[config.mk]
export PLATFORM = sky130hd
export DESIGN_NAME = operand_stage
export DESIGN_NICKNAME = d
export VERILOG_FILES = /design/src/rtl/operand_stage.sv
export SDC_FILE = /design/constraint.sdc
export NUM_CORES = 1
export LEC_CHECK = 0
export ABC_AREA = 1
export CAP_MARGIN = 30
export CORE_UTILIZATION = 40
export CTS_BUF_LIST = sky130_fd_sc_hd__clkbuf_4
export CTS_CLUSTER_SIZE = 14
export DETAILED_ROUTE_END_ITERATION = 6
export GPL_TIMING_DRIVEN = 0
export PLACE_DENSITY = 0.87
export RECOVER_POWER = 25
export REMOVE_ABC_BUFFERS = 1
export SETUP_SLACK_MARGIN = 0.02
export SYNTH_ARGS = -nofsm -noshare
export SYNTH_HDL_FRONTEND = slang
export SYNTH_SLANG_ARGS = --single-unit
[constraint.sdc]
create_clock -name clk -period 2.5 [get_ports clk]
set_input_delay 0.25 -clock clk [delete_from_list [all_inputs] [get_ports clk]]
set_output_delay 0.25 -clock clk [all_outputs]
set_load 0.05 [all_outputs]
[src/rtl/operand_stage.sv]
// Operand stage: selects source operands with EX/MEM and MEM/WB bypass,
// detects dependences on the instruction currently in EX and inserts a
// one-cycle bubble for them, then registers control and operands for EX.
module operand_stage (
   input  logic        clk,
   input  logic        rst_n,
   input  logic        id_valid,
   input  logic [4:0]  id_rs,
   input  logic [4:0]  id_rt,
   input  logic [4:0]  id_dst,
   input  logic        id_regwr,
   input  logic        id_memrd,
   input  logic [31:0] id_imm,
   input  logic [31:0] regfile_out1,
   input  logic [31:0] regfile_out2,
   input  logic        exmem_regwr,
   input  logic [4:0]  exmem_dst,
   input  logic [31:0] exmem_data,
   input  logic        memwb_regwr,
   input  logic [4:0]  memwb_dst,
   input  logic [31:0] memwb_data,
   input  logic        flush,
   output logic        stall,
   output logic        ex_valid,
   output logic        ex_regwr,
   output logic        ex_memrd,
   output logic [31:0] ex_a,
   output logic [31:0] ex_b,
   output logic [31:0] ex_imm,
   output logic [4:0]  ex_dst,
   output logic [15:0] stall_count
);

   logic        hazard;
   logic        bubble;
   logic [31:0] opnd_a;
   logic [31:0] opnd_b;

   // r0 reads zero; the younger EX/MEM result beats MEM/WB. MEM/WB doubles
   // as the register file write port, so it also closes the write/read gap.
   function automatic logic [31:0] pick (
      input logic [4:0]  idx,
      input logic [31:0] rf,
      input logic        em_wr,
      input logic [4:0]  em_dst,
      input logic [31:0] em_data,
      input logic        mw_wr,
      input logic [4:0]  mw_dst,
      input logic [31:0] mw_data
   );
      if (idx == 5'd0)                     return 32'd0;
      else if (em_wr && (em_dst == idx))   return em_data;
      else if (mw_wr && (mw_dst == idx))   return mw_data;
      else                                 return rf;
   endfunction

   // Operand select and hazard detection; EX results are never bypassed,
   // so any dependence on the instruction in EX costs one bubble.
   always_comb begin
      opnd_a = pick(id_rs, regfile_out1, exmem_regwr, exmem_dst, exmem_data,
                    memwb_regwr, memwb_dst, memwb_data);
      opnd_b = pick(id_rt, regfile_out2, exmem_regwr, exmem_dst, exmem_data,
                    memwb_regwr, memwb_dst, memwb_data);
      hazard = id_valid && ex_valid && ex_regwr && (ex_dst != 5'd0) &&
               ((ex_dst == id_rs) || (ex_dst == id_rt));
      stall  = hazard && !flush;
      bubble = flush || hazard;
   end

   // ID/EX register: bubble clears control and holds operands, else load.
   always_ff @(posedge clk or negedge rst_n) begin
      if (!rst_n) begin
         ex_valid <= 1'b0;
         ex_regwr <= 1'b0;
         ex_memrd <= 1'b0;
         ex_dst   <= 5'd0;
         ex_a     <= 32'd0;
         ex_b     <= 32'd0;
         ex_imm   <= 32'd0;
      end else if (bubble) begin
         ex_valid <= 1'b0;
         ex_regwr <= 1'b0;
         ex_memrd <= 1'b0;
         ex_dst   <= 5'd0;
      end else begin
         ex_valid <= id_valid;
         ex_regwr <= id_regwr && id_valid && (id_dst != 5'd0);
         ex_memrd <= id_memrd && id_valid;
         ex_dst   <= id_dst;
         ex_a     <= opnd_a;
         ex_b     <= opnd_b;
         ex_imm   <= id_imm;
      end
   end

   // Saturating stall-cycle counter.
   always_ff @(posedge clk or negedge rst_n) begin
      if (!rst_n)
         stall_count <= 16'd0;
      else if (stall && (stall_count != 16'hFFFF))
         stall_count <= stall_count + 16'd1;
   end

endmodule

==> impl_metrics.toml <==
[power_and_ir_drop]
pwr_density_cell_nw_per_um2 = 502.2
pwr-share-seq_pct = 38.2
power.share.combinational_pct = 38.7
ir_drop_mv = 0.3068
p_clk_share_pct = 23.1
switchingPower_w = 0.002394
netSwitchingFraction_pct = 41.41
power.internal_w = 0.003387
power.total_w = 0.005781
p_leak_nw = 5.754

[clock_tree]
cts_tree = "yes"
cts_buffers = 17
htreeDepth = 4
clkLatencyLatePin_ns = 0.54
clk_pin_slew_ns = 0.13
clock-root-buffer = "clkbuf_4"
clock-sinks = 120
cts_buffer_depth = 2

[yosys]
synth_compound_area_share_pct = 1.343
ys_ff_latch = 120
ys_warn_count = 0
synth-xor-area-share_pct = 1.835
synth_fa_ha_area_share_pct = 0.1638
synth_top_family_by_area = "simple AND/OR/NAND/NOR gates"
synth_cell_types = 26
ys_seq_area_share_pct = 39.31
syn-instance-count = 1154
synthMuxAreaShare_pct = 0
synth_simple_gate_area_share_pct = 45.59
syn_avg_cell_area_um2 = 6.619
netlist_area_um2 = 7639

[floorplan]
rows = 50
io_pins = 314
die_h_um = 140.2
die_area_um2 = 19650
core_area_um2 = 18710
start_util_pct = 40.84
dieWidth_um = 140.2

[routing]
vias = 9728
drc = 4
wl_per_cell_um = 20.55
drt.antenna.violating_nets = 0
drtIter0Drc = 1060
avgViaCountPerCell = 5.746
drt_first_pass_iters = 7
totalWireLength_um = 34780

[grt]
met2_usage_pct = 49.58
grt_use_total_pct = 32.09
globalRouteMet3Util_pct = 5.812
first_global_vias = 8876
antenna_found_initial = 1
busiest_layer = "met2"
grt_pass1_wl_um = 48470
grt_max_degree = 69
use_met1_pct = 42.17
overflow = 0

[timing]
finalCriticalPeriod_ns = 2.470
tightest_slew_ns = 1.497
relSlewSlack_pct = 0.1868
hold_violations = 0
period_share_pct = 98.81
finalClockSkew_ns = 0.02904
clock.fmax_mhz = 404.8
slew_viol_final = 0
rsz0062_at_grt = "false"
setup_viol = 0

[placement]
dp_hpwl_um = 19700
port_buffers = 313
gp_congestion = 0.9593
dpl-instance-area_um2 = 10940

[layout]
fillers = 1718
synthToLayoutAreaGrowth_pct = 50.71
most-common-layout-cells = "nand2_1 (483), clkdlybuf4s50_1 (311), nand4_1 (135)"
final_common_cell = "nand2_1"
finish.net_count = 1639
drive_gt1_share_pct = 6.447
final_cell_area_um2 = 11510

[worst_hold_path]
hold_path.class = "input pin to register"

[critical_path]
arrival_ns = 2.94
worst_setup_path_end_kind = "register"
critPathKind = "input pin to register"
setup.worst_path.start_class = "input pin"
required_ns = 2.97
path_max_fanout = 32

[run_status]
violations = "design-rule violations, max-capacitance violations"
status = "complete, but fails checks"

[run]
max-cap-violations = 1
[power groups by stage]
| stage | Clock [W] | Combinational [W] | Sequential [W] |
|---|---|---|---|
| detailed placement | 0 | 0.00207 | 0.00224 |
| floorplan | 0 | 0.000485 | 0.00283 |
| global route | 0.00144 | 0.00233 | 0.00222 |
| finish | 0.00134 | 0.00224 | 0.00221 |
| global placement | 0 | 0.00200 | 0.00224 |
| CTS | 0.00136 | 0.00213 | 0.00220 |
[what timing repair did]
| action | CTS | global route |
|---|---|---|
| gates resized for setup | 10 | 3 |
| hold endpoints to repair | 52 | 0 |
| hold buffers | 1 | 0 |
| endpoints found under the setup margin | 66 | 80 |
| pin swaps | 8 | 11 |
| gates cloned | 5 | 10 |
| buffers inserted | 6 | 5 |
[routing by layer]
| layer | up-vias | share of wire, % |
|---|---|---|
| met3 | 198 | 12 |
| met5 | - | 0 |
| met4 | 0 | 6.7 |
| met2 | 775 | 44 |
| li1 | 4307 | - |
| met1 | 4448 | 38 |
[registers in the layout, summed over array words and instances, names as in the netlist]
register	count
ex_imm	32
ex_b	32
ex_memrd	1
stall_count	16
ex_valid	1
ex_regwr	1
ex_dst	5
ex_a	32
[synth_stat cells]
master | instances | area [um2]
nand2_2 | 1 | 6.260
dfrtp_1 | 120 | 3003
xor2_1 | 9 | 78.83
inv_1 | 131 | 491.7
o21ai_1 | 4 | 20.02
o21ai_0 | 9 | 45.04
xnor2_1 | 7 | 61.31
nor2_1 | 29 | 108.9
ha_1 | 1 | 12.51
nor3_1 | 10 | 50.05
buf_8 | 1 | 15.01
nor2_4 | 2 | 22.52
nor2_2 | 8 | 50.05
nand4_1 | 134 | 838.3
nand2_1 | 483 | 1813
buf_2 | 25 | 125.1
clkinv_1 | 1 | 3.750
nand2_4 | 2 | 22.52
o22ai_1 | 3 | 18.77
clkbuf_1 | 42 | 157.7
a21oi_1 | 2 | 10.01
nand3_1 | 112 | 560.5
inv_2 | 10 | 37.54
o311ai_0 | 1 | 8.760
nor3_2 | 1 | 10.01
buf_6 | 6 | 67.56
[through the flow]
step	TNS, ns	setup slack, ns	utilization, %	std cells	hold slack (ns)
after floorplan	-36.86	-0.6432	-	1080	-0.04559
after global placement	-706.19	-3.766	57.20	1627	0.4533
after detailed placement	-69.68	-1.022	58.50	1633	0.2402
after CTS	0	0.03503	60.89	1677	0.2077
after global routing	0	0.02433	61.55	1693	0.2131
final	0	0.02981	61.55	1693	0.2372
[kinds of logic (layout without fill, tap and decap cells)]
family,count (synthesis),after routing
XOR/XNOR,16,16
flip-flops,120,120
buffers and inverters,216,506
AND/OR/NAND/NOR,782,796
other,0,1
AO/OA/AOI/OAI,19,19
adder cells (fa/ha/maj),1,1
[critical path, stage by stage]
cell and delay [ns]:
clkdlybuf4s50_1 0.58, inv_2 0.09, nand2_1 0.07, o21ai_1 0.21, nor2_4 0.61, nand3_4 0.58, nand2_1 0.23, nand3_1 0.09
nand2_1 0.10, nand2_1 0.06, nand2_1 0.06
[path summary, 6_finish.rpt]
path	startpoint	to	slack [ns]	cells past startpoint
min reg2reg	ex_imm[16]	ex_imm[16]	0.49	2
min	id_dst[1]	ex_dst[1]	0.24	3
max	id_rt[4]	ex_b[8]	0.03	11
max reg2reg	stall_count[0]	stall_count[10]	0.18	10
max in group asynchronous	rst_n	ex_a[9]	0.86	3
min in group asynchronous	rst_n	stall_count[2]	0.61	2
[area by class of cell]
class                   count  area [um2]  share of cell area, %
diodes                      1       2.502                0.02174
well taps                 234       292.8                  2.543
repair buffers            332        3436                  29.84
clock buffers              17       127.6                  1.109
flip-flops and latches    120        3003                  26.08
clock inverters            15       128.9                  1.119
multi-input cells         832        3989                  34.65
inverters                 142       533.0                  4.630
(Power assumes the default switching activity.)
